`config.mk`:
```
export PLATFORM = sky130hd
export DESIGN_NAME = clock_divider_bank
export DESIGN_NICKNAME = d
export VERILOG_FILES = /design/src/rtl/clkdiv_pkg.sv /design/src/rtl/clkdiv_channel.sv /design/src/rtl/clock_divider_bank.sv
export SDC_FILE = /design/constraint.sdc
export NUM_CORES = 1
export LEC_CHECK = 0
export CAP_MARGIN = 20
export CORE_ASPECT_RATIO = 1.1
export CORE_MARGIN = 4
export CORE_UTILIZATION = 60
export CTS_CLUSTER_SIZE = 14
export DETAILED_ROUTE_END_ITERATION = 8
export GPL_TIMING_DRIVEN = 0
export PLACE_DENSITY = 0.87
export SYNTH_ARGS = -nofsm -noshare
export SYNTH_HDL_FRONTEND = slang
export SYNTH_SLANG_ARGS = --single-unit
```
`constraint.sdc`:
```
create_clock -name refclk -period 9.6 [get_ports refclk]
set_input_delay 1.92 -clock refclk [delete_from_list [all_inputs] [get_ports refclk]]
set_output_delay 1.92 -clock refclk [all_outputs]
set_load 0.005 [all_outputs]
```
`src/rtl/clkdiv_pkg.sv`:
```
// clkdiv_pkg
//   Shared defaults and helpers for the clock divider bank.
//   - NUM_CH_DEFAULT / CNT_W_DEFAULT / DEFAULT_DIV_DEFAULT : default parameters
//   - div_t       : divisor / counter word at the default width
//   - clkdiv_ch_w : width of the channel-select field, never less than 1
package clkdiv_pkg;

  localparam int NUM_CH_DEFAULT      = 7;
  localparam int CNT_W_DEFAULT       = 16;
  localparam int DEFAULT_DIV_DEFAULT = 25;

  typedef logic [CNT_W_DEFAULT-1:0] div_t;

  function automatic int clkdiv_ch_w(input int num_ch);
    return (num_ch > 1) ? $clog2(num_ch) : 1;
  endfunction

endpackage

```
`src/rtl/clkdiv_channel.sv`:
```
// clkdiv_channel
//   One integer divider channel: active divisor, shadow divisor with a
//   pending flag, terminal-count down-counter, "seen" flag used by the
//   lock detector, and an optional toggle output.
//   Optional feature macro: CLKDIV_TOGGLE_OUT_EN (toggle flop on outclk).
// Ports
//   refclk   in  clock
//   rst      in  synchronous active-high reset
//   sync_in  in  realign: apply pending, reload counter, clear seen/toggle
//   wr_hit   in  write strobe already decoded for this channel
//   wr_div   in  divisor to capture into the shadow register
//   tick     out one-cycle pulse at terminal count
//   outclk   out toggle output (0 when the feature is compiled out)
//   pending  out shadow holds a write not yet applied
//   seen     out channel has ticked since reset / last sync
//   enabled  out active divisor is non-zero
module clkdiv_channel
  import clkdiv_pkg::*;
#(
  parameter int CNT_W       = CNT_W_DEFAULT,
  parameter int DEFAULT_DIV = DEFAULT_DIV_DEFAULT
) (
  input  logic             refclk,
  input  logic             rst,
  input  logic             sync_in,
  input  logic             wr_hit,
  input  logic [CNT_W-1:0] wr_div,
  output logic             tick,
  output logic             outclk,
  output logic             pending,
  output logic             seen,
  output logic             enabled
);

  localparam logic [CNT_W-1:0] ONE     = CNT_W'(1);
  localparam logic [CNT_W-1:0] DIV_RST = CNT_W'(DEFAULT_DIV);
  localparam logic [CNT_W-1:0] CNT_RST = (DEFAULT_DIV == 0) ? '0 : CNT_W'(DEFAULT_DIV - 1);

  // Counter reload for a divisor; a zero divisor parks the counter at 0.
  function automatic logic [CNT_W-1:0] reload_val(input logic [CNT_W-1:0] d);
    return (d == '0) ? '0 : d - ONE;
  endfunction

  logic [CNT_W-1:0] div_d, div_q;
  logic [CNT_W-1:0] shd_d, shd_q;
  logic [CNT_W-1:0] cnt_d, cnt_q;
  logic [CNT_W-1:0] new_div;
  logic             pend_d, pend_q;
  logic             seen_d, seen_q;
  logic             tick_int;

  // Reset gates the pulse so a DEFAULT_DIV of 1 cannot tick while in reset.
  assign tick_int = (cnt_q == '0) && (div_q != '0) && !sync_in && !rst;

  always_comb begin
    div_d   = div_q;
    shd_d   = shd_q;
    cnt_d   = cnt_q;
    pend_d  = pend_q;
    seen_d  = seen_q;
    new_div = pend_q ? shd_q : div_q;

    if (sync_in) begin
      div_d  = new_div;
      cnt_d  = reload_val(new_div);
      pend_d = 1'b0;
      seen_d = 1'b0;
    end else if (div_q == '0) begin
      // Disabled channel has no terminal count to wait for: apply at once.
      cnt_d = '0;
      if (pend_q) begin
        div_d  = shd_q;
        cnt_d  = reload_val(shd_q);
        pend_d = 1'b0;
      end
    end else if (tick_int) begin
      seen_d = 1'b1;
      div_d  = new_div;
      cnt_d  = reload_val(new_div);
      pend_d = 1'b0;
    end else begin
      cnt_d = cnt_q - ONE;
    end

    // A write in the same cycle lands after any apply, so it waits for the
    // following terminal count.
    if (wr_hit) begin
      shd_d  = wr_div;
      pend_d = 1'b1;
    end
  end

  always_ff @(posedge refclk) begin
    if (rst) begin
      div_q  <= DIV_RST;
      shd_q  <= DIV_RST;
      cnt_q  <= CNT_RST;
      pend_q <= 1'b0;
      seen_q <= 1'b0;
    end else begin
      div_q  <= div_d;
      shd_q  <= shd_d;
      cnt_q  <= cnt_d;
      pend_q <= pend_d;
      seen_q <= seen_d;
    end
  end

`ifdef CLKDIV_TOGGLE_OUT_EN
  logic tog_d, tog_q;

  always_comb begin
    tog_d = tog_q;
    if (sync_in) begin
      tog_d = 1'b0;
    end else if (tick_int) begin
      tog_d = ~tog_q;
    end
  end

  always_ff @(posedge refclk) begin
    if (rst) begin
      tog_q <= 1'b0;
    end else begin
      tog_q <= tog_d;
    end
  end

  assign outclk = tog_q;
`else
  assign outclk = 1'b0;
`endif

  assign tick    = tick_int;
  assign pending = pend_q;
  assign seen    = seen_q;
  assign enabled = (div_q != '0);

endmodule

```
`src/rtl/clock_divider_bank.sv`:
```
// clock_divider_bank
//   Bank of NUM_CH runtime-programmable integer dividers on refclk. Each
//   channel emits a one-cycle tick every D cycles (D=0 disables the channel);
//   divisor writes are shadowed and applied at the channel's terminal count.
//   Optional feature macro: CLKDIV_TOGGLE_OUT_EN (50 % duty toggle on outclk;
//   when undefined outclk is tied to 0).
// Ports
//   refclk   in  sole clock
//   rst      in  synchronous active-high reset
//   wr_en    in  divisor write strobe
//   wr_ch    in  target channel (out-of-range values are ignored)
//   wr_div   in  new divisor
//   sync_in  in  realign all channels
//   wr_busy  out per-channel unapplied-write flag
//   tick     out per-channel one-cycle period pulse
//   outclk   out per-channel toggle output
//   locked   out every enabled channel has ticked since reset / last sync
module clock_divider_bank
  import clkdiv_pkg::*;
#(
  parameter int  NUM_CH      = NUM_CH_DEFAULT,
  parameter int  CNT_W       = CNT_W_DEFAULT,
  parameter int  DEFAULT_DIV = DEFAULT_DIV_DEFAULT,
  localparam int CH_W        = clkdiv_ch_w(NUM_CH)
) (
  input  logic              refclk,
  input  logic              rst,
  input  logic              wr_en,
  input  logic [CH_W-1:0]   wr_ch,
  input  logic [CNT_W-1:0]  wr_div,
  input  logic              sync_in,
  output logic [NUM_CH-1:0] wr_busy,
  output logic [NUM_CH-1:0] tick,
  output logic [NUM_CH-1:0] outclk,
  output logic              locked
);

  logic [NUM_CH-1:0] wr_hit;
  logic [NUM_CH-1:0] seen;
  logic [NUM_CH-1:0] enabled;
  logic              locked_d, locked_q;

  for (genvar i = 0; i < NUM_CH; i++) begin : g_ch
    // Channel indices at or above NUM_CH never match, so such writes drop.
    assign wr_hit[i] = wr_en && (wr_ch == CH_W'(i));

    clkdiv_channel #(
      .CNT_W       (CNT_W),
      .DEFAULT_DIV (DEFAULT_DIV)
    ) u_ch (
      .refclk  (refclk),
      .rst     (rst),
      .sync_in (sync_in),
      .wr_hit  (wr_hit[i]),
      .wr_div  (wr_div),
      .tick    (tick[i]),
      .outclk  (outclk[i]),
      .pending (wr_busy[i]),
      .seen    (seen[i]),
      .enabled (enabled[i])
    );
  end

  // Including this cycle's tick makes locked rise the cycle right after the
  // last enabled channel's first tick rather than one cycle later.
  always_comb begin
    locked_d = 1'b0;
    if (!sync_in) begin
      locked_d = &(seen | tick | ~enabled);
    end
  end

  always_ff @(posedge refclk) begin
    if (rst) begin
      locked_q <= 1'b0;
    end else begin
      locked_q <= locked_d;
    end
  end

  assign locked = locked_q;

endmodule

```
==> metrics.md <==
| Metric | Value |
|---|---|
| Longest Clk Path Bufs | `3` |
| Routability cong. | `between 1 and 1.5` |
| Synth Instances | `between 2,000 and 3,000` |
| Post-CTS Setup Bufs | `0` |
| DR WL/cell | `between 20 and 25 um` |
| Root buf cell | `clkbuf_16` |
| Initial antenna violation count | `3` |
| Seq cells post-synth | `about 350` |
| I/O pins | `45` |
| Post-Syn Area | `22,400 um^2` |
| Fill count | `roughly 3,200` |
| VDD IR max | `0.149 mV` |
| TNS Setup | `0 ns` |
| Placed inst area | `around 23,000 um^2` |
| EDFF count, synth | `0` |
| Post-synthesis async set-or-reset flop share | `0%` |
| Worst EP arrival | `between 6 and 7 ns` |
| Top FF cell, synth | `dfxtp_1` |
| CTS tree | `built` |
| Final WL | `between 80 and 90 mm` |
| CTS clk-pin slew, worst paths | `0.06 ns` |
| Initial core utilization | `between 60% and 70%` |
| Seq/Total Area, Yosys | `a little under a third` |
| Post-CTS resize count | `0` |
| Slew headroom | `between 10% and 20%` |
| Critical-path maximum fanout | `10` |
| CTS HTree Levels | `2` |
| CP Launch Type | `primary input` |
| Chip width | `192 um` |
| Rows | `74` |
| Measured slew at the worst slew-check pin | `between 1 and 1.5 ns` |
| Area delta synth->final | `10.6%` |
| Most common cell after layout, fill and taps aside | `nand2_1` |
| Die height | `about 210 um` |
| RSZ-0062 raised after global routing | `false` |
| Fin area | `~25,000 um^2` |
| Area contributors post-synth | `dfxtp_1 31%, mux2i_1 7.9%, nand2_1 5.9%` |
| Post-route DRC | `0` |
| Pin count of the biggest net entering global routing | `13` |
| Clock tree sinks | `around 350` |
| Post-CTS Hold Buffers | `0` |
| Lkg Pwr | `around 9.3 nW` |
| Distinct cells, synth | `84` |
| Initial DRC Count | `between 2,000 and 3,000` |
| Final hold violations | `0` |
| Final setup viols | `0` |
| Synth area leader | `dfxtp_1` |
| Drt pass-1 iters | `9` |
| Via count | `23,235` |
| Critical Path RT | `7.68 ns` |
| Max-Cap Viols | `0` |
| Core region area | `about 37,000 um^2` |
| Hold Crit Class | `reg -> reg` |
| Synth warnings | `0` |
| Post-route ant nets | `0` |
| All-Layer GR Usage | `38.2%` |
| Share of layout cells above drive strength 1 | `under 10%` |
| Most frequent cells in the layout | `354 x nand2_1, 351 x dfxtp_1, 291 x nor2_1, 192 x clkbuf_1, 188 x a21oi_1` |
| Max Freq | `between 0.1 and 0.15 GHz` |
| Post-layout min period | `about 9 ns` |
| Clock Skews | `approximately 0.021 ns` |
| Kind of critical path | `in -> out` |
| Worst skew pair latency | `0.56 ns` |
| Final period utilization | `92.0%` |
| Vias in the first global route | `22,214` |
| Cts bufs inserted | `40` |
| Die area | `40,500 um^2` |
| Worst setup EP type | `primary output` |
| Top-area cell type share of the netlist area | `a little under a third` |
| Global-route wire length before repair | `123 mm` |
| Number of buffers inserted by port buffering | `34` |
| Final global-route overflow total | `0` |
| Mean Syn Cell Area | `7.79 um^2` |
| Outcome | `completed` |
| # nets final | `approximately 3,000` |
| Count of final max-slew check failures | `0` |
| DR vias/cell | `around 6.6` |
| Power per Cell Area | `~140 nW/um^2` |
| Post-DP HPWL | `roughly 59 mm` |
[critical path, cell delays in order]
cell and delay, ns:
clkdlybuf4s50_1 0.66, clkbuf_1 0.84, clkbuf_1 0.88, clkbuf_1 0.75, clkbuf_1 0.85, nor3_1 0.32, buf_4 0.23, clkdlybuf4s50_1 0.43
[per-stage QoR]
stage	instances	total power [mW]	util, %	hold WS, ns	setup slack [ns]
6_report	3497	3.48	67.0	0.462	0.771
5_1_grt	3496	3.56	67.0	0.470	0.965
4_1_cts	3489	3.45	66.8	0.463	1.11
3_5_place_dp	3418	1.93	63.3	0.449	1.13
3_3_place_gp	3413	1.92	63.2	0.443	1.03
2_1_floorplan	2885	1.79	-	0.434	4.41
[cells in the mapped netlist (35+ instances only)]
library cell    n
dfxtp_1       351
a21oi_1       188
o22ai_1        40
xnor2_1       135
xor2_1        132
o21ai_0        65
nand3_1        67
clkbuf_1      180
nor2_1        291
or4_1          39
inv_1          48
mux2i_1       177
nor4_1         79
nor3_1        162
nand2_1       354
ha_1           35
a22oi_1        40
[layout make-up]
class / instances / area (um^2) / share of cell area (%)
clock inverter: 12 / 146 / 0.590
multi-input combinational: 2258 / 14300 / 57.6
sequential: 351 / 7030 / 28.3
tap: 494 / 618 / 2.49
antenna: 3 / 7.51 / 0.0303
timing repair buffer: 44 / 438 / 1.77
buffer: 227 / 948 / 3.82
clock buffer: 59 / 1150 / 4.65
inverter: 49 / 184 / 0.741
[power by group]
part           leakage [nW]  switching [mW]  total, mW  internal, mW
logic                  5.85           0.266      0.399         0.133
registers              2.85          0.0357       1.53          1.49
clock network         0.642           0.638       1.55         0.913
[per-layer routing]
layer  track usage [%]  share of wire (%)  up-vias  routed length, um
li1                  -                  -    10499                  -
met1              44.6                 36    10797              29000
met3              9.17                 11      444               8910
met2              62.4                 45     1493              36100
met5                 0              0.029        -                 23
met4              24.6                8.3        2               6710
[cells by family (layout without fill, tap and decap cells)]
| group | after synthesis | in the layout | synth area share, % |
|---|---|---|---|
| fa+ha+maj | 35 | 35 | 1.95 |
| compound gates | 543 | 543 | 15.8 |
| other cells | 1 | 10 | 0.0167 |
| buf+inv | 276 | 391 | 5.05 |
| simple gates | 1210 | 1210 | 26.5 |
| xor+xnor | 267 | 267 | 10.4 |
| mux | 196 | 196 | 8.86 |
| flops | 351 | 351 | 31.3 |
[worst paths after layout]
kind	cells past startpoint	startpoint	slack, ns	to
max reg2reg	11	g_ch[2].u_ch.pending	4.48	g_ch[2].u_ch.cnt_q[3]
min reg2reg	1	g_ch[4].u_ch.seen	0.46	g_ch[4].u_ch.seen
min	1	g_ch[4].u_ch.seen	0.46	g_ch[4].u_ch.seen
max	8	sync_in	0.77	tick[3]
[state kept, by name, indices dropped and copies added (netlist names)]
| signal | cells |
|---|---|
| locked | 1 |
| g_ch.u_ch.cnt_q | 112 |
| g_ch.u_ch.pending | 7 |
| g_ch.u_ch.div_q | 112 |
| g_ch.u_ch.shd_q | 112 |
| g_ch.u_ch.seen | 7 |
Note: power is estimated with default switching activity, not from simulation.
